==> src/rtl/bp_be_pkg.sv <==
// Shared types for the FMA/IMUL writeback collector.
// Latency: n/a (types and constants only).
// Backpressure: n/a.
package bp_be_pkg;

  // RISC-V accrued exception flags, MSB first: NV, DZ, OF, UF, NX.
  typedef struct packed {
    logic nv;
    logic dz;
    logic of;
    logic uf;
    logic nx;
  } rv64_fflags_s;

  localparam int bp_be_reg_addr_width_gp = 5;
  localparam int bp_be_fp_rec_width_gp   = 65;

  // One in-flight op as tracked by a tag chain stage.
  typedef struct packed {
    logic                               v;
    logic [bp_be_reg_addr_width_gp-1:0] rd;
  } bp_be_wb_tag_s;

  // FP register image: precision flag plus recoded value.
  typedef struct packed {
    logic                             sp_not_dp;
    logic [bp_be_fp_rec_width_gp-1:0] rec;
  } bp_be_fp_reg_s;

endpackage

==> src/rtl/bp_be_wb_tag_chain.sv <==
// Latency-aligned tag chain carrying {v, rd} for ops issued into a fixed-latency pipe.
// Latency: an op inserted in cycle t is at the tail in cycle t+els_p-1 (same cycle if els_p == 1).
// Backpressure: none; shifts every cycle, flush drops the insert and clears all valids on the next edge.
module bp_be_wb_tag_chain #(
  parameter int els_p      = 4,
  parameter int rd_width_p = 5,
  localparam int cnt_width_lp = $clog2(els_p + 1)
) (
  input  logic                    clk_i,
  input  logic                    reset_i,
  input  logic                    insert_v_i,
  input  logic [rd_width_p-1:0]   insert_rd_i,
  input  logic                    flush_i,
  output logic                    tail_v_o,
  output logic [rd_width_p-1:0]   tail_rd_o,
  output logic [cnt_width_lp-1:0] count_o
);

  if (els_p == 1) begin : g_pass
    // Single-cycle pipe: the issuing op is already at the tail, nothing is stored.
    always_comb begin
      tail_v_o  = insert_v_i & ~flush_i;
      tail_rd_o = insert_rd_i;
      count_o   = '0;
    end
  end else begin : g_regs
    localparam int stg_lp = els_p - 1;

    logic [stg_lp-1:0]                 v_r;
    logic [stg_lp-1:0][rd_width_p-1:0] rd_r;

    // Shift register of tags; the tail stage simply falls off the end.
    always_ff @(posedge clk_i or posedge reset_i) begin
      if (reset_i) begin
        v_r  <= '0;
        rd_r <= '0;
      end else begin
        v_r[0]  <= insert_v_i & ~flush_i;
        rd_r[0] <= insert_rd_i;
        for (int i = 1; i < stg_lp; i++) begin
          v_r[i]  <= v_r[i-1] & ~flush_i;
          rd_r[i] <= rd_r[i-1];
        end
      end
    end

    // Live-tag count and tail view, both straight from the stage registers.
    always_comb begin
      count_o = '0;
      for (int i = 0; i < stg_lp; i++) begin
        count_o = count_o + cnt_width_lp'(v_r[i]);
      end
      tail_v_o  = v_r[stg_lp-1];
      tail_rd_o = rd_r[stg_lp-1];
    end
  end

endmodule

==> src/rtl/bp_be_fma_wb_collector.sv <==
// Pairs untagged fixed-latency IMUL/FMA results with their destination regs and drops flushed ones.
// Latency: writeback is registered, one cycle after the pipe result meets its tag at the chain tail.
// Backpressure: none; the pipe never stalls, results with no live tag are dropped silently.
module bp_be_fma_wb_collector
  import bp_be_pkg::*;
#(
  parameter int imul_latency_p   = 4,
  parameter int fma_latency_p    = 5,
  parameter int reg_addr_width_p = 5,
  parameter int int_data_width_p = 64,
  parameter int fp_data_width_p  = 66,
  localparam int inflight_width_lp = $clog2(imul_latency_p + fma_latency_p + 1)
) (
  input  logic                         clk_i,
  input  logic                         reset_i,
  input  logic                         issue_v_i,
  input  logic                         issue_imul_i,
  input  logic [reg_addr_width_p-1:0]  issue_rd_i,
  input  logic                         flush_i,
  input  logic                         imul_v_i,
  input  logic [int_data_width_p-1:0]  imul_data_i,
  input  logic                         fma_v_i,
  input  logic [fp_data_width_p-1:0]   fma_data_i,
  input  logic [4:0]                   fma_fflags_i,
  input  logic                         fflags_clear_i,
  output logic                         int_wb_v_o,
  output logic [reg_addr_width_p-1:0]  int_wb_rd_o,
  output logic [int_data_width_p-1:0]  int_wb_data_o,
  output logic                         fp_wb_v_o,
  output logic [reg_addr_width_p-1:0]  fp_wb_rd_o,
  output logic [fp_data_width_p-1:0]   fp_wb_data_o,
  output logic [4:0]                   fflags_o,
  output logic [inflight_width_lp-1:0] inflight_o,
  output logic                         busy_o,
  output logic                         err_o
);

  localparam int imul_cnt_width_lp = $clog2(imul_latency_p + 1);
  localparam int fma_cnt_width_lp  = $clog2(fma_latency_p + 1);

  logic                         imul_tail_v, fma_tail_v;
  logic [reg_addr_width_p-1:0]  imul_tail_rd, fma_tail_rd;
  logic [imul_cnt_width_lp-1:0] imul_cnt;
  logic [fma_cnt_width_lp-1:0]  fma_cnt;

  logic imul_match, fma_match, imul_miss, fma_miss;
  rv64_fflags_s fflags_r;

  bp_be_wb_tag_chain #(
    .els_p      (imul_latency_p),
    .rd_width_p (reg_addr_width_p)
  ) imul_chain (
    .clk_i       (clk_i),
    .reset_i     (reset_i),
    .insert_v_i  (issue_v_i & issue_imul_i),
    .insert_rd_i (issue_rd_i),
    .flush_i     (flush_i),
    .tail_v_o    (imul_tail_v),
    .tail_rd_o   (imul_tail_rd),
    .count_o     (imul_cnt)
  );

  bp_be_wb_tag_chain #(
    .els_p      (fma_latency_p),
    .rd_width_p (reg_addr_width_p)
  ) fma_chain (
    .clk_i       (clk_i),
    .reset_i     (reset_i),
    .insert_v_i  (issue_v_i & ~issue_imul_i),
    .insert_rd_i (issue_rd_i),
    .flush_i     (flush_i),
    .tail_v_o    (fma_tail_v),
    .tail_rd_o   (fma_tail_rd),
    .count_o     (fma_cnt)
  );

  // Tail pairing; flush is deliberately absent since a tail op has already completed.
  always_comb begin
    imul_match = imul_tail_v &  imul_v_i;
    imul_miss  = imul_tail_v & ~imul_v_i;
    fma_match  = fma_tail_v  &  fma_v_i;
    fma_miss   = fma_tail_v  & ~fma_v_i;
    inflight_o = inflight_width_lp'(imul_cnt) + inflight_width_lp'(fma_cnt);
    busy_o     = (inflight_o != '0);
  end

  // Integer writeback register; rd/data hold between writebacks.
  always_ff @(posedge clk_i or posedge reset_i) begin
    if (reset_i) begin
      int_wb_v_o    <= 1'b0;
      int_wb_rd_o   <= '0;
      int_wb_data_o <= '0;
    end else begin
      int_wb_v_o <= imul_match;
      if (imul_match) begin
        int_wb_rd_o   <= imul_tail_rd;
        int_wb_data_o <= imul_data_i;
      end
    end
  end

  // FP writeback register; rd/data hold between writebacks.
  always_ff @(posedge clk_i or posedge reset_i) begin
    if (reset_i) begin
      fp_wb_v_o    <= 1'b0;
      fp_wb_rd_o   <= '0;
      fp_wb_data_o <= '0;
    end else begin
      fp_wb_v_o <= fma_match;
      if (fma_match) begin
        fp_wb_rd_o   <= fma_tail_rd;
        fp_wb_data_o <= fma_data_i;
      end
    end
  end

  // Sticky flags: the clear acts on the old value only, so a flag landing in the clear cycle survives.
  always_ff @(posedge clk_i or posedge reset_i) begin
    if (reset_i) begin
      fflags_r <= '0;
    end else begin
      fflags_r <= rv64_fflags_s'(({5{~fflags_clear_i}} & fflags_r) | ({5{fma_match}} & fma_fflags_i));
    end
  end

  // A live tag reaching the tail without its pipe result is a protocol error, sticky until reset.
  always_ff @(posedge clk_i or posedge reset_i) begin
    if (reset_i) begin
      err_o <= 1'b0;
    end else if (imul_miss | fma_miss) begin
      err_o <= 1'b1;
    end
  end

  assign fflags_o = fflags_r;

endmodule

==> config.mk <==
export PLATFORM = sky130hd
export DESIGN_NAME = bp_be_fma_wb_collector
export DESIGN_NICKNAME = d
export VERILOG_FILES = /design/src/rtl/bp_be_pkg.sv /design/src/rtl/bp_be_wb_tag_chain.sv /design/src/rtl/bp_be_fma_wb_collector.sv
export SDC_FILE = /design/constraint.sdc
export NUM_CORES = 1
export LEC_CHECK = 0
export CAP_MARGIN = 25
export CORE_MARGIN = 2
export CORE_UTILIZATION = 41
export CTS_CLUSTER_DIAMETER = 200
export DETAILED_ROUTE_END_ITERATION = 10
export PLACE_DENSITY = 0.88
export SYNTH_ARGS = -nofsm -noshare
export SYNTH_HDL_FRONTEND = slang
export SYNTH_SLANG_ARGS = --single-unit
==> constraint.sdc <==
create_clock -name clk_i -period 7.85 [get_ports clk_i]
set_clock_uncertainty 0.05 [all_clocks]
set_input_delay 1.9625 -clock clk_i [delete_from_list [all_inputs] [get_ports clk_i]]
set_output_delay 1.9625 -clock clk_i [all_outputs]
set_load 0.05 [all_outputs]
After elaboration in Yosys (flattened, before gate mapping)
Index checks and enable logic that the tools add are counted.
{"block": "word_totals", "word_cells": 47, "ff_bits": 175, "inputBits": 148, "output_inout_bits": 153}
{"block": "classes", "bitwise_logic": 22, "add_sub_neg": 6, "n_reduce_logical": 1}
{"op": "1-bit bitwise AND", "n": 13}
{"op": "5-bit bitwise AND", "n": 2}
{"op": "3-bit by 1-bit adder with 3-bit output", "n": 3}
{"op": "1-bit NOT", "n": 5}
{"op": "5-bit OR", "n": 1}
{"op": "1-bit by 1-bit adder with 2-bit output", "n": 2}
{"op": "3-bit by 3-bit adder with 4-bit output", "n": 1}
{"op": "4-bit nonzero test", "n": 1}
{"op": "1-bit OR", "n": 1}

Longest topological paths before layout
{"block": "logic_depth", "depth_word": 5, "ltp_mapped": 8, "ltp_nobuf": 8}

Modules after synthesis
Synthesis repeated with hierarchy kept, for this count alone.
{"block": "hier_totals", "cells_unflattened": 403, "area_unflattened_um2": 7267.0}
{"module": "bp_be_fma_wb_collector", "area_each_um2": 5992.0, "instances": 1, "seq_area_each_um2": 3703.6, "cells_per_inst": 331}
{"module": "bp_be_wb_tag_chain at fma_chain", "area_each_um2": 733.2, "instances": 1, "seq_area_each_um2": 600.6, "cells_per_inst": 42}
{"module": "bp_be_wb_tag_chain at imul_chain", "area_each_um2": 541.8, "instances": 1, "seq_area_each_um2": 450.4, "cells_per_inst": 30}

Worst setup path after synthesis
Ideal clock, no wire load.
{"block": "synth_path", "path_type": "flip-flop to output port", "start": "reg fma_chain.g_regs.v_r[0]", "end": "out busy_o", "t_arrival_ns": 3.513, "path_slack_ns": 2.325, "path_buffers": 0, "required_ns": 5.838, "stages_incl_launch_ff": 9, "path_cell_list": "dfrtp_1 -> ha_1 -> fa_1 -> fa_1 -> ha_1 -> inv_1 -> fa_1 -> xnor2_1 -> a2111o_1"}
{"block": "synth_between", "elab_chain_cells": 5}
{"item": "start: declaration", "line": "bp_be_wb_tag_chain.sv:29", "rtl": "logic [stg_lp-1:0] v_r;"}
{"item": "start signal: assignment", "line": "bp_be_wb_tag_chain.sv:38", "rtl": "v_r[0] <= insert_v_i & ~flush_i;"}
{"item": "start signal: indexed assignment", "line": "bp_be_wb_tag_chain.sv:41", "rtl": "v_r[i] <= v_r[i-1] & ~flush_i;"}
{"item": "1-bit by 1-bit adder with 2-bit output", "line": "bp_be_wb_tag_chain.sv:51", "rtl": "count_o = count_o + cnt_width_lp'(v_r[i]);"}
{"item": "3-bit by 1-bit adder with 3-bit output (2 in a row)", "line": "bp_be_wb_tag_chain.sv:51"}
{"item": "3-bit by 3-bit adder with 4-bit output", "line": "bp_be_fma_wb_collector.sv:83", "rtl": "inflight_o = inflight_width_lp'(imul_cnt) + inflight_width_lp'(fma_cnt);"}
{"item": "net inflight_o[2]", "line": "bp_be_fma_wb_collector.sv:33", "rtl": "output logic [inflight_width_lp-1:0] inflight_o,"}
{"item": "4-bit nonzero test", "line": "bp_be_fma_wb_collector.sv:84", "rtl": "busy_o = (inflight_o != '0);"}
{"item": "end: declaration", "line": "bp_be_fma_wb_collector.sv:34", "rtl": "output logic busy_o,"}
The timed path passes the listed nets, and every way through them passes these cells.

Final worst setup path
{"block": "layout_path", "start": "reg fma_chain.g_regs.v_r[0]", "end": "out busy_o"}
{"block": "layout_between", "elab_chain_cells": 5}
{"item": "1-bit by 1-bit adder with 2-bit output", "line": "bp_be_wb_tag_chain.sv:51"}
{"item": "3-bit by 1-bit adder with 3-bit output (2 in a row)", "line": "bp_be_wb_tag_chain.sv:51"}
{"item": "3-bit by 3-bit adder with 4-bit output", "line": "bp_be_fma_wb_collector.sv:83"}
{"item": "4-bit nonzero test", "line": "bp_be_fma_wb_collector.sv:84"}
Every way passes these cells.

==> flow_metrics.env <==
export IMPL_cts_hold_buf=0
export IMPL_portBuffers=300
export IMPL_critPathLaunch="fma_chain.g_regs.v_r[0]$_DFF_PP0_"
export IMPL_synth_top_area_share=0.6787
export IMPL_ir_drop_uv=160.9
export IMPL_insertion_delay_ns=0.42
export IMPL_die_w_um=129.5
export IMPL_drv_cap=0
export IMPL_drc=0
export IMPL_ys_seq_elements=175
export IMPL_finalHoldViolCount=0
export IMPL_htree_levels=4
export IMPL_seqCellArea_sq_mm=0.004379
export IMPL_synthArstFlopShare=1.000
export IMPL_drive_gt1_frac=0.2533
export IMPL_dpl_hpwl_um=11440
export IMPL_setup_viol=0
export IMPL_swShare=0.3371
export IMPL_multi_input_area_sq_mm=0.001928
export IMPL_diodes=0
export IMPL_finalNetCount=827
export IMPL_ys_top_cells_by_count="175 x dfrtp_1, 116 x mux2_2, 24 x mux2_4"
export IMPL_syn_area_per_cell_sq_um=17.63
export IMPL_rsz0062_at_grt="no"
export IMPL_yosysWarningCount=0
export IMPL_gr_usage_all_layers=0.1844
export IMPL_worst_slew_pin_slew_ns=0.8714
export IMPL_ant_nets=0
export IMPL_finalSetupTns_ns=0
export IMPL_dr_pass1_iters=4
export IMPL_drt_iter0_markers=146
export IMPL_die_h_um=129.5
export IMPL_hp_start="fma_chain.g_regs.rd_r[9]$_DFF_PP0_"
export IMPL_synth_cells=366
export IMPL_clock_sinks=175
export IMPL_synth_edf_count=0
export IMPL_status="completed"
export IMPL_fmax_mhz=167.7
export IMPL_root_buffer="clkbuf_16"
export IMPL_grt_max_degree=95
export IMPL_synth_cell_types=18
export IMPL_p_int_uw=1826
export IMPL_post_cts_resized=0
export IMPL_power_share_sequential=0.394
export IMPL_grt_pass1_wl_um=23520
export IMPL_power_density_mw_per_mm2=270.1
export IMPL_area_growth_pct=58.10
export IMPL_power_leakage_uw=0.004542
export IMPL_cts_setup_buffers=0
export IMPL_p_comb_frac=0.322
export IMPL_drv_slew=0
export IMPL_grt_overflow=0
export IMPL_antenna_found_initial=1
export IMPL_fin_cells=894
export IMPL_ys_top_cells_by_area="dfrtp_1 68%, mux2_2 20%, mux2_4 5.6%"
export IMPL_wl_um=15530
export IMPL_start_util=0.4213
export IMPL_ys_seq_area_frac=0.6787
export IMPL_reg2reg_from="fma_chain.g_regs.v_r[3]$_DFF_PP0_"
export IMPL_hold_class="reg2reg"
export IMPL_layout_min_cycle_time_ns=5.965
export IMPL_cp_required_ns=5.84
export IMPL_ys_flop_type="dfrtp_1"
export IMPL_net_switching_power_uw=928.8
export IMPL_clkTransAtPathRegs_ns=0.06
export IMPL_start_kind="flip-flop"
export IMPL_max_slew_margin_rel=0.4191
export IMPL_crit_arrival_ns=3.95
export IMPL_clockBufferDepth=2
export IMPL_dieArea_sq_mm=0.01676
export IMPL_period_share=0.7598
export IMPL_path_max_fanout=2
export IMPL_place_gp_congestion=0.8428
export IMPL_synth_top_area_cell="dfrtp_1"
export IMPL_via_count=4181
export IMPL_crit_type="reg2out"
export IMPL_cts_tree="yes"
export IMPL_endpoint_kind="primary output"
export IMPL_grt_pass1_vias=4688
export IMPL_cts_made_buffers=17
export IMPL_row_count=45
export IMPL_synth_area_sq_mm=0.006452
export IMPL_yosysMostFrequentCell="dfrtp_1"
export IMPL_fp_coreArea_sq_mm=0.01531
export IMPL_synth_fp_nets=521
export IMPL_n_fill_cell=1109
export IMPL_pwr_share_clk=0.284
export IMPL_io_pins=301
export IMPL_dp_cells=863
export IMPL_viasPerCell=4.677
export IMPL_wl_per_cell_um=17.37
final cells by class:
class                   count  area share
well taps                 211     0.02588
clock inverters             6    0.005887
multi-input cells         166      0.1890
inverters                   8    0.003434
clock buffers              24     0.04722
flip-flops and latches    175      0.4293
repair buffers            304      0.2993
logic make-up (layout without fill, tap and decap cells):
logic type                 Yosys count  count (layout)  share of synthesized area
muxes                              140             140                     0.2583
xor gates and xnor gates             1               1                   0.001358
DFF                                175             175                     0.6787
adders and majority gates            7               7                    0.01706
and+or+nand+nor                     10              10                    0.01067
buffers and inverters               25             342                    0.02269
AOI/OAI and AO/OA                    8               8                    0.01125
state kept, by name, indices dropped and copies added, names as in the netlist, 3 cells and up:
register	cells
fma_chain.g_regs.rd_r	15
fflags_o	5
int_wb_data_o	64
int_wb_rd_o	5
fp_wb_data_o	66
fp_wb_rd_o	5
imul_chain.g_regs.v_r	3
fma_chain.g_regs.v_r	4
fma_chain.tail_rd_o	5
routing by layer:
metal  track usage  vias to the layer above  share of wire  wire length, um
met2        0.3294                      167           0.53             8238
met4       0.08033                        0          0.030              459
met3       0.06276                       35          0.071             1098
met1        0.1991                     2096           0.37             5729
met5             0                        -              0                0
li1              -                     1883              -                -
worst max-delay path, cell delays in order, from the launching register on:
cell,delay (ns)
dfrtp_1,0.38
ha_1,0.31
fa_1,0.47
fa_1,0.53
ha_1,0.18
inv_1,0.06
fa_1,0.38
xnor2_1,0.16
a2111o_1,0.38
clkdlybuf4s50_1,0.70
metrics by stage:
stage | hold slack (ns) | power, uW | util | worst slack [ns] | instance area, sq um
floorplan | 0.2812 | 1633 | - | 1.092 | 6452
global placement | 0.2848 | 1971 | 0.6289 | 2.423 | 9632
detailed placement | 0.2847 | 1993 | 0.6289 | 2.322 | 9632
CTS | 0.2981 | 2783 | 0.6643 | 1.833 | 10170
global route | 0.3072 | 2861 | 0.6661 | 1.717 | 10200
finish | 0.2961 | 2755 | 0.6661 | 1.885 | 10200
power groups by stage:
stage               Clock (uW)  Sequential, uW  Combinational, uW
detailed placement           0            1100                890
global route               840            1100                920
floorplan                    0            1500                136
finish                     783            1090                886
CTS                        802            1090                893
global placement             0            1090                878
final timing paths:
path                                                       end  slack, ns  cells past startpoint
setup / recovery                                        busy_o       1.89                      9
hold / removal             fma_chain.g_regs.rd_r[14]$_DFF_PP0_       0.30                      0
setup reg to reg                  fp_wb_data_o[45]$_DFFE_PP0P_       5.74                      3
hold reg to reg            fma_chain.g_regs.rd_r[14]$_DFF_PP0_       0.30                      0
min in group asynchronous         fp_wb_data_o[50]$_DFFE_PP0P_       2.03                      2
max in group asynchronous   imul_chain.g_regs.v_r[0]$_DFF_PP0_       4.59                      4
cells in the final DEF (no fill, tap or decap), types with 3 or more instances in the layout:
| cell | n |
|---|---|
| nor2b_1 | 5 |
| clkbuf_1 | 4 |
| mux2_4 | 24 |
| mux2_2 | 116 |
| dfrtp_1 | 175 |
| inv_1 | 7 |
| clkbuf_16 | 17 |
| clkbuf_8 | 3 |
| fa_1 | 3 |
| a22o_1 | 5 |
| clkinv_2 | 3 |
| buf_4 | 3 |
| ha_1 | 4 |
| clkdlybuf4s50_1 | 300 |
(Power assumes the default switching activity.)
